**config.mk**
```make
export PLATFORM = sky130hd
export DESIGN_NAME = getir_tamponu
export DESIGN_NICKNAME = d
export VERILOG_FILES = /design/src/rtl/getir_tamponu.sv
export SDC_FILE = /design/constraint.sdc
export NUM_CORES = 1
export LEC_CHECK = 0
export CAP_MARGIN = 30
export CORE_MARGIN = 4
export CORE_UTILIZATION = 55
export DETAILED_ROUTE_END_ITERATION = 10
export PLACE_DENSITY = 0.8
export SLEW_MARGIN = 10
export SYNTH_ARGS = -nofsm -noshare
export SYNTH_HDL_FRONTEND = slang
export SYNTH_SLANG_ARGS = --single-unit
```
**constraint.sdc**
```tcl
create_clock -name clk_i -period 6.6 [get_ports clk_i]
set_clock_uncertainty 0.1 [all_clocks]
set_input_delay 1.65 -clock clk_i [delete_from_list [all_inputs] [get_ports clk_i]]
set_output_delay 1.65 -clock clk_i [all_outputs]
set_load 0.03 [all_outputs]
```
**src/rtl/getir_tamponu.sv**
```systemverilog
// Fetch front-end: one outstanding I-cache request at a time, returned {pc, instr}
// pairs queued in a DERINLIK-deep FIFO, registered output stage towards decode.
module getir_tamponu #(
    parameter int              DERINLIK     = 4,
    parameter int              AW           = 32,
    parameter int              BW           = 32,
    parameter int              YON_SAYISI   = 3,
    parameter logic [AW-1:0]   BASLANGIC_PS = '0,
    parameter logic [BW-1:0]   NOP          = 'h13
) (
    input  logic                       clk_i,
    input  logic                       rst_i,
    output logic [AW-1:0]              buyruk_adres_o,
    output logic                       istek_gecerli_o,
    input  logic [BW-1:0]              buyruk_i,
    input  logic                       buyruk_hazir_i,
    input  logic [YON_SAYISI-1:0]      yon_gecerli_i,
    input  logic [YON_SAYISI*AW-1:0]   yon_adres_i,
    input  logic                       durdur_i,
    output logic                       gecerli_o,
    output logic [AW-1:0]              ps_o,
    output logic [BW-1:0]              buyruk_o,
    output logic [$clog2(DERINLIK):0]  doluluk_o
);

    localparam int PW = $clog2(DERINLIK);
    localparam int CW = PW + 1;

    typedef enum logic {BOS, BEKLE} durum_t;

    typedef struct packed {
        logic [AW-1:0] ps;
        logic [BW-1:0] buyruk;
    } giris_t;

    durum_t          durum;
    logic            iptal;
    logic [AW-1:0]   ps_r;
    logic [PW-1:0]   yaz_ptr;
    logic [PW-1:0]   oku_ptr;
    logic [CW-1:0]   doluluk;
    giris_t          bellek [DERINLIK];

    logic            yon_aktif;
    logic [AW-1:0]   yon_hedef;
    logic            bekliyor;
    logic [CW:0]     kredi;
    logic            push;
    logic            pop;

    // Lowest-index asserted channel wins: scan downwards so it is assigned last.
    always_comb begin
        yon_aktif = 1'b0;
        yon_hedef = '0;
        for (int k = YON_SAYISI - 1; k >= 0; k--) begin
            if (yon_gecerli_i[k]) begin
                yon_aktif = 1'b1;
                yon_hedef = yon_adres_i[k*AW +: AW];
            end
        end
    end

    assign bekliyor = (durum == BEKLE);
    assign kredi    = (CW+1)'(doluluk) + (CW+1)'(bekliyor);
    assign push     = bekliyor && buyruk_hazir_i && !iptal && !yon_aktif;
    assign pop      = !yon_aktif && !durdur_i && (doluluk != '0);

    assign buyruk_adres_o = ps_r;
    assign doluluk_o      = doluluk;

    // Request FSM and fetch PC.
    always_ff @(posedge clk_i) begin
        if (rst_i) begin
            durum           <= BOS;
            iptal           <= 1'b0;
            ps_r            <= BASLANGIC_PS;
            istek_gecerli_o <= 1'b0;
        end else begin
            case (durum)
                BOS: begin
                    if (!yon_aktif && kredi < (CW+1)'(DERINLIK)) begin
                        durum           <= BEKLE;
                        istek_gecerli_o <= 1'b1;
                    end
                end
                BEKLE: begin
                    if (buyruk_hazir_i) begin
                        durum           <= BOS;
                        istek_gecerli_o <= 1'b0;
                        iptal           <= 1'b0;
                    end else if (yon_aktif) begin
                        // Request already in flight for the old path: drop its answer.
                        iptal <= 1'b1;
                    end
                end
                default: begin
                    durum           <= BOS;
                    istek_gecerli_o <= 1'b0;
                end
            endcase

            if (yon_aktif)
                ps_r <= yon_hedef;
            else if (push)
                ps_r <= ps_r + AW'(4);
        end
    end

    // FIFO pointers, occupancy and output stage.
    always_ff @(posedge clk_i) begin
        if (rst_i) begin
            yaz_ptr   <= '0;
            oku_ptr   <= '0;
            doluluk   <= '0;
            gecerli_o <= 1'b0;
            buyruk_o  <= NOP;
            ps_o      <= '0;
        end else if (yon_aktif) begin
            yaz_ptr   <= '0;
            oku_ptr   <= '0;
            doluluk   <= '0;
            gecerli_o <= 1'b0;
            buyruk_o  <= NOP;
        end else begin
            if (push)
                yaz_ptr <= yaz_ptr + PW'(1);
            if (pop)
                oku_ptr <= oku_ptr + PW'(1);
            doluluk <= doluluk + CW'(push) - CW'(pop);

            if (!durdur_i) begin
                if (doluluk == '0) begin
                    gecerli_o <= 1'b0;
                    buyruk_o  <= NOP;
                end else begin
                    gecerli_o <= 1'b1;
                    ps_o      <= bellek[oku_ptr].ps;
                    buyruk_o  <= bellek[oku_ptr].buyruk;
                end
            end
        end
    end

    always_ff @(posedge clk_i) begin
        if (push)
            bellek[yaz_ptr] <= '{ps: ps_r, buyruk: buyruk_i};
    end

endmodule

```
-- After elaboration in Yosys (flattened, before gate mapping)
Memories as Yosys holds them, arrays and structs flattened. A register that Yosys moved wholly into a read port is not among the register bits.
Cells that the tools add are included.
W data, S select, Z words.
- bits in registers: 107
- bits in latches: 0
- memory bits (writable): 256
- bits in read-only memories: 0
- bits of input ports: 135
- output and inout port bits: 101
- word-level logic and storage cells: 63
- memories kept: 1
- memories (memory ; depth ; width ; read ports ; clocked after Yosys merged registers in ; wr ports ; line ; RTL):
    bellek ; 4 ; 64 ; 1 ; 1 ; 1 ; 42 ; giris_t bellek [DERINLIK];
- add/subtract/negate cells: 6
- multiply operators: 0
- divide/modulo/power cells: 0
- magnitude comparators: 1
- equal/unequal tests: 2
- shift operators: 0
- mux-type cells: 22
- bitwise gates (word level): 4
- reduce and logical (&&, ||, !) cells: 17
- operators by type and width (operator ; count):
    $mux W32 ; 6
    $add A32 B3 Y32 const B ; 1
    $mux W1 ; 12
    $logic_and A1 B1 Y1 ; 6
    $add A2 B1 Y2 const B ; 2
    $add A3 B1 Y4 ; 1
    $lt A4 B3 Y1 const B ; 1
    $mux W2 ; 2
    $ne A2 B2 Y1 const B ; 2
    $not A1 Y1 ; 4
    $pmux W1 S2 ; 2
    $reduce_and A2 Y1 ; 2
    $reduce_bool A2 Y1 ; 2
    $add A3 B1 Y3 ; 1
    $logic_not A1 Y1 ; 3
    $logic_not A3 Y1 ; 1
    $reduce_and A3 Y1 ; 1
    $reduce_bool A3 Y1 ; 1
    $sub A3 B1 Y3 ; 1
    $reduce_or A2 Y1 ; 1

-- Logic depth before layout (Yosys ltp)
Gate-level depths: netlist of run 1.
- depth in word-level cells: 8
- mapped depth: 12
- mapped depth without buffers: 11

-- Least setup slack after synthesis of run 1
OpenSTA, ideal clock, no wires.
- kind: input port to flip-flop
- start point: input yon_gecerli_i[1]
- end point: memory bellek[0][0] (netlist name) (enable)
- library setup time: 429 ps
- data arrival time: 4286 ps
- data required time: 6071 ps
- path slack: 1785 ps
- stages on the path: 5
- buffers on the path: 3
- path through: buf_6 > nor3_1 > clkbuf_1 > buf_1 > and3_1
- longest elaborated chain between the ends: 6
- ends and longest elaborated chain (what ; line ; RTL):
    start: declaration ; 17 ; input logic [YON_SAYISI-1:0] yon_gecerli_i,
    $mux W1 (2 in series) ; 56 ; if (yon_gecerli_i[k]) begin
    $logic_not A1 Y1 ; 65 ; assign push = bekliyor && buyruk_hazir_i && !iptal && !yon_aktif;
    $logic_and A1 B1 Y1 ; 65 ;
    $mux W1 ; 145 ; if (push)
    $mux W1 (implied by the code) ; 146 ; bellek[yaz_ptr] <= '{ps: ps_r, buyruk: buyruk_i};
    end: declaration ; 42 ;
Every way passes these cells.

-- Worst setup path in the final report of run 1
- start point: input yon_gecerli_i[0]
- end point: register doluluk[2] (netlist: doluluk_o[2])
- longest elaborated chain between the ends: 5
- elaborated cells between the ends (all ways): 8
- classes of those cells: add/sub (2); mux (1); reduce/logical (5)
- ends and longest elaborated chain (what ; line ; RTL):
    $mux W1 (*) ; 56 ;
    $logic_not A1 Y1 ; 65, 66 ;
    $logic_and A1 B1 Y1, on equally long branches ; 65, 66 ;
    $add A3 B1 Y3 or $logic_and A1 B1 Y1 (tied branches) ; 129, 66 ;
    $sub A3 B1 Y3 ; 129 ; doluluk <= doluluk + CW'(push) - CW'(pop);
    end signal: assignment ; 129 ;
    end: declaration ; 41 ; logic [CW-1:0] doluluk;
Mark *: on every way between the ends. The rest lies on a longest branch, timed or not.
A chain may end at the register's enable or synchronous reset.

==> out/metrics.yaml, run 1 <==
placed_design:
  dp.cells: 1498
  dpl.hpwl_mm: 21.7
  place.port_buffers: 235
  place_area_sq_mm: 0.0169
  dp_slack_ns: 1.72
  routabilityCongestion: 0.821
routing:
  drt-total-wl_mm: 35.6
  wire_per_inst_microns: 22.7
  drt_iter0_drc: 890
  final_antenna_net_count: 0
  vias: 9492
  avgViaCountPerCell: 6.05
  first_pass_iters: 5
  drc: 0
clock_tree:
  holdBufCountCts: 0
  root_buffer: "clkbuf_16"
  ctsResizeCount: 0
  tritoncts: "done"
  cts_max_path_buffers: 3
  cts.sinks: 365
  cts.clk_slew.worst_paths_ns: 0.06
  cts_setup_buffers: 0
  cts_buffers: 36
  htree_levels: 2
  clock_latency_ns: 0.51
sta:
  finalCritPeriodShare_pct: 69.3
  setup_viol: 0
  max_slew_margin_pct: 39.8
  slew_viol_final: 0
  fmax_ghz: 0.219
  tightest_slew_ns: 0.902
  rsz0062_at_grt: "no"
  worst_slack_ns: 2.03
  period_minus_slack_ns: 4.57
  finalHoldViolations: 0
  tns_ns: 0
final_layout:
  nNetsFinal: 1357
  final_common_cell: "edfxtp_1"
  final_cell_mix: "edfxtp_1, clkdlybuf4s50_1, nand2_1"
  drive_gt1_share_pct: 11.9
  layout.cells.non_filler: 1570
  syn_to_final_growth_pct: 27.3
  num_antenna_cells: 0
  finalInstanceArea_sq_mm: 0.0182
floorplan:
  die_x_microns: 169
  dieHeight_microns: 169
  io_pins: 236
  rows: 58
  start_util_pct: 56.3
  core_sq_mm: 0.0254
  die_area_sq_mm: 0.0286
synth:
  synth_seq_cells: 365
  synth.net_count: 1130
  ys_async_sr_fraction_pct: 0
  synth-edff-count: 256
  synthDistinctLibCells: 49
  post_synth_inst_count: 986
  avgSynthCellArea_sq_um: 14.5
  yosysSeqAreaShare_pct: 69.0
  synthesis.area_sq_mm: 0.0143
  synthFlopType: "edfxtp_1"
  yosys_warnings: 0
outcome:
  status: "finished clean"
grt:
  grt_max_degree: 65
  grt_pass1_vias: 9636
  met1_usage_pct: 31.8
  met2_usage_pct: 40.5
  grt_pass1_wl_mm: 54.2
  top_usage_layer: "met2"
  antenna_found_initial: 0
  grt_use_total_pct: 24.1
  use_met3_pct: 4.91
  grt-ovfl-total: 0
power:
  powerDensity_mw_per_mm2: 261
  seq_power_share_pct: 52.9
  p_int_mw: 3.75
  peakVddDrop_mv: 0.197
  p_leak_nw: 5.76
  power_frac_clock_pct: 41.6
  design_power_total_mw: 4.75
  power_switching_mw: 0.996
  p_sw_share_pct: 21.0
  comb_power_share_pct: 5.5
worst_hold_path:
  min_path_type: "register to register"
critical_path:
  startpoint_type: "primary input"
  critPathSlowestCell: "nor3_2"
  crit_path_max_incr_delay_ns: 0.68
  critPathCaptureType: "register"
  crit_chain: "clkdlybuf4s50_1, buf_4, nor3_2, nand2_1, ha_1, inv_1, ha_1, inv_1, fa_1, xnor2_1, nor2_1"
  arrival_ns: 4.83
  critical_path_class: "primary input to register"
  cp.required_ns: 6.85
  critPathMaxFanout: 40
job:
  cap_violations: 0
state kept, by name (all words and copies together) (netlist names), named ones only:
name,count
bekliyor,1
bellek,256
buyruk_adres_o,32
buyruk_o,32
doluluk_o,3
gecerli_o,1
iptal,1
istek_gecerli_o,1
oku_ptr,2
ps_o,32
yaz_ptr,2
layer usage:
metal / vias up / wire [microns]
met1: 4694 / 14000
met4: 0 / 946
met2: 481 / 17700
li1: 4247 / -
met5: - / 0
met3: 70 / 2970
critical path: cells and delay by family:
family	cells	cell delay [ns]
simple gates	3	1.20
buf+inv	4	0.80
xor+xnor	1	0.19
fa+ha+maj	3	0.98
logic make-up after synthesis:
family / synth area share, %
XOR/XNOR: 0.735
AND/OR/NAND/NOR: 8.58
adder cells (fa/ha/maj): 0.840
AO/OA/AOI/OAI: 8.24
multiplexers: 10.5
flip-flops: 69.0
buffers and inverters: 2.07
stage by stage:
step                hold slack, ns  utilization (%)
floorplan                    0.366                -
global placement             0.342             66.6
detailed placement           0.348             66.6
CTS                          0.358             71.0
global route                 0.385             71.7
finish                       0.354             71.7
cell type report:
class / instances / area (sq um)
sequential: 365 / 9880
inverter: 11 / 41.3
clock buffer: 49 / 971
fill: 1656 / 7190
clock inverter: 16 / 158
multi-input combinational: 547 / 4160
timing repair buffer: 252 / 2580
tap: 330 / 413
worst paths after layout:
path | to | slack [ns] | cells past startpoint | startpoint
hold reg to reg | ps_o[22]$_SDFFE_PP0P_ | 0.35 | 2 | ps_o[22]$_SDFFE_PP0P_
hold / removal | ps_o[22]$_SDFFE_PP0P_ | 0.35 | 2 | ps_o[22]$_SDFFE_PP0P_
setup / recovery | doluluk_o[2]$_SDFF_PP0_ | 2.03 | 11 | yon_gecerli_i[0]
setup reg to reg | doluluk_o[2]$_SDFF_PP0_ | 3.71 | 9 | bekliyor$_SDFF_PP0_
power groups by stage:
| stage | combinational [mW] | clock, mW | sequential, mW |
|---|---|---|---|
| floorplan | 0.0774 | 0 | 2.58 |
| global placement | 0.252 | 0 | 2.56 |
| detailed placement | 0.257 | 0 | 2.56 |
| CTS | 0.259 | 1.99 | 2.51 |
| global route | 0.278 | 2.09 | 2.51 |
| finish | 0.263 | 1.97 | 2.51 |
Yosys cell counts, types with 3 or more instances:
cell type / count / area, sq um
ha_1: 8 / 100
xnor2_1: 5 / 43.8
xor2_1: 7 / 61.3
edfxtp_1: 256 / 7690
or4_1: 3 / 22.5
a22oi_1: 38 / 285
and4_1: 3 / 26.3
nor3_1: 8 / 40.0
nor2_1: 54 / 203
nand2_1: 128 / 480
inv_1: 10 / 37.5
nand3_1: 24 / 120
mux4_2: 64 / 1440
or2_2: 4 / 25.0
nand4_1: 10 / 62.6
buf_2: 7 / 35.0
mux2i_1: 6 / 60.1
a211oi_1: 12 / 90.1
clkbuf_1: 53 / 199
o21ai_0: 29 / 145
nand2b_1: 4 / 25.0
a21oi_1: 57 / 285
and2_1: 3 / 18.8
a31oi_1: 8 / 50.1
o22ai_1: 24 / 150
and3_1: 9 / 56.3
dfxtp_1: 109 / 2180
or3_1: 7 / 43.8
o211ai_1: 9 / 67.6
Note: power is estimated with default switching activity, not from simulation.
==> inputs of run 2 (changes only) <==
- CORE_UTILIZATION: 55 -> 53
- PLACE_DENSITY: 0.8 -> 0.77
- clock period: 6.6 -> 4.5 ns (I/O delays scaled with it)
==> run 2 against run 1 <==
Compared with the run above: sequential power grew 47%; hold slack worse by 0.0033 ns; worst setup slack lost 0.88 ns; total power grew 50%; clock power rose by 55%; clock-buffer cell count increased by 3; routed wire length shrank 1.6%; register-to-register slack got worse by 1.7 ns; combinational power grew 44%; die area increased by 3.6%; via count down 1.0%; first-iteration DRC count shrank 14%; critical path type unchanged; largest cell class unchanged; largest power group unchanged.
==> out/metrics.yaml, run 2 (synthesis gave the netlist of run 1 again) <==
routing:
  avgViaCountPerCell: 5.91  # -2.2%
  wire_per_inst_microns: 22.0  # -2.8%
  drt-total-wl_mm: 35.0  # -1.6%
  drc: 0  # unchanged
  vias: 9396  # -1.0%
  drt_iter0_drc: 762  # -14%
  first_pass_iters: 5  # unchanged
  final_antenna_net_count: 0  # unchanged
placed_design:
  routabilityCongestion: 0.799  # -2.7%
  dpl.hpwl_mm: 22.2  # +2.4%
  place_area_sq_mm: 0.0171  # +0.98%
  place.port_buffers: 235  # unchanged
clock_tree:
  cts.clk_slew.worst_paths_ns: 0.06  # about the same
  cts_setup_buffers: 0  # unchanged
  htree_levels: 2  # unchanged
  ctsResizeCount: 0  # unchanged
  clock_latency_ns: 0.51  # about the same
  cts_buffers: 38  # +5.6%
  tritoncts: "done"
  root_buffer: "clkbuf_16"
  cts_max_path_buffers: 3  # unchanged
  holdBufCountCts: 0  # unchanged
  cts.sinks: 365  # unchanged
final_layout:
  drive_gt1_share_pct: 13.0  # +1.2 points
  largest_register_ffs: 256  # unchanged
  finalInstanceArea_sq_mm: 0.0184  # +1.1%
  num-fill-cells: 1780  # +7.5%
  nNetsFinal: 1368  # +0.81%
  final_cell_mix: "edfxtp_1, clkdlybuf4s50_1, nand2_1"
  syn_to_final_growth_pct: 28.7
  largest_register: "bellek"
  final_common_cell: "edfxtp_1"
power:
  powerDensity_mw_per_mm2: 387  # +48%
  p_leak_nw: 5.87  # +1.8%
  power_switching_mw: 1.47  # +48%
  peakVddDrop_mv: 0.364  # +85%
  comb_power_share_pct: 5.3  # -0.2 points
  power_frac_clock_pct: 43.0  # +1.4 points
  p_sw_share_pct: 20.7  # -0.31 points
  p_int_mw: 5.65  # +51%
  seq_power_share_pct: 51.7  # -1.2 points
critical_path:
  crit_chain: "clkdlybuf4s50_1, nor3_2, buf_4, nand2_1, ha_1, inv_1, ha_1, inv_1, fa_1, xnor2_1, nor2_1"
  critPathMaxFanout: 32  # -20%
  critPathSlowestCell: "clkdlybuf4s50_1"
  arrival_ns: 3.62  # -1.21 ns
  startpoint_type: "primary input"
  cp.required_ns: 4.76  # -2.09 ns
  critPathCaptureType: "register"
  critical_path_class: "primary input to register"
  crit_path_max_incr_delay_ns: 0.62  # -0.06 ns
outcome:
  status: "finished clean"
grt:
  antenna_found_initial: 1  # +1
  grt_use_total_pct: 23.1  # -0.99 points
  grt_pass1_wl_mm: 52.7  # -2.7%
  grt-ovfl-total: 0  # unchanged
  grt_pass1_vias: 9366  # -2.8%
  grt_max_degree: 65  # unchanged
sta:
  finalHoldViolations: 0  # unchanged
  max_slew_margin_pct: 39.3  # -0.53 points
  slew_viol_final: 0  # unchanged
  rsz0062_at_grt: "no"
  fmax_ghz: 0.298
  finalCritPeriodShare_pct: 74.7
  tightest_slew_ns: 0.910  # +0.00794 ns
  setup_viol: 0  # unchanged
  tns_ns: 0  # unchanged
  period_minus_slack_ns: 3.36
floorplan:
  rows: 59  # +1.7%
  start_util_pct: 54.4  # -1.9 points
  io_pins: 236  # unchanged
  dieHeight_microns: 172  # +1.8%
  die_x_microns: 172  # +1.8%
  die_area_sq_mm: 0.0297  # +3.6%
  core_sq_mm: 0.0263  # +3.5%
job:
  cap_violations: 0  # unchanged
worst_hold_path:
  min_path_type: "register to register"
run 2: cell types whose count changed in the layout (fill, tap and decap cells not counted), sizes merged:
cell,before,now
buf,18,27
clkbuf,49,52
inv,12,11
diode,0,1
clkinv,12,15
bufinv,3,2
run 2: power groups by stage:
stage / combinational, mW / sequential (mW) / clock (mW)
floorplan: 0.113 / 3.78 / 0
global placement: 0.369 / 3.75 / 0
detailed placement: 0.374 / 3.75 / 0
CTS: 0.376 / 3.68 / 3.11
global route: 0.403 / 3.69 / 3.26
finish: 0.380 / 3.68 / 3.06
run 2: worst paths after layout:
| kind | from | end | depth (start not counted) | slack (ns) |
|---|---|---|---|---|
| worst max-delay path | yon_gecerli_i[1] | doluluk_o[2]$_SDFF_PP0_ | 11 | 1.14 |
| worst min-delay path | ps_o[20]$_SDFFE_PP0P_ | ps_o[20]$_SDFFE_PP0P_ | 2 | 0.35 |
| worst max register to register | buyruk_adres_o[9]$_SDFFE_PP0P_ | buyruk_adres_o[19]$_SDFFE_PP0P_ | 5 | 2.02 |
| worst min register to register | ps_o[20]$_SDFFE_PP0P_ | ps_o[20]$_SDFFE_PP0P_ | 2 | 0.35 |
run 2: metal layers:
metal | routed length (microns) | GRT usage, %
met3 | 2830 | 5.14
met5 | 0 | 0
met2 | 17400 | 38.1
met1 | 13900 | 31.4
met4 | 932 | 6.94
run 2: cell type report:
type | instances | area [sq um] | share of cell area, %
clock buffer | 52 | 1110 | 6.02
clock inverter | 17 | 131 | 0.714
timing repair buffer | 261 | 2660 | 14.4
tap | 335 | 419 | 2.28
antenna | 1 | 2.50 | 0.0136
multi-input combinational | 547 | 4160 | 22.6
sequential | 365 | 9880 | 53.7
inverter | 11 | 41.3 | 0.224
run 2: worst max-delay path, delay by kind of cell:
family	cells	cell delay, ns
fa+ha+maj	3	0.81
xor+xnor	1	0.16
simple gates	3	0.41
buf+inv	4	1.09
run 2: metrics by stage:
step	utilization (%)	worst slack, ns	cells	power (mW)	hold slack [ns]
floorplan	-	0.210	986	3.89	0.366
global placement	65.0	0.713	1516	4.12	0.344
detailed placement	65.0	0.646	1516	4.13	0.346
CTS	69.7	1.16	1585	7.16	0.354
global route	70.0	0.955	1589	7.35	0.378
finish	70.0	1.14	1589	7.12	0.351
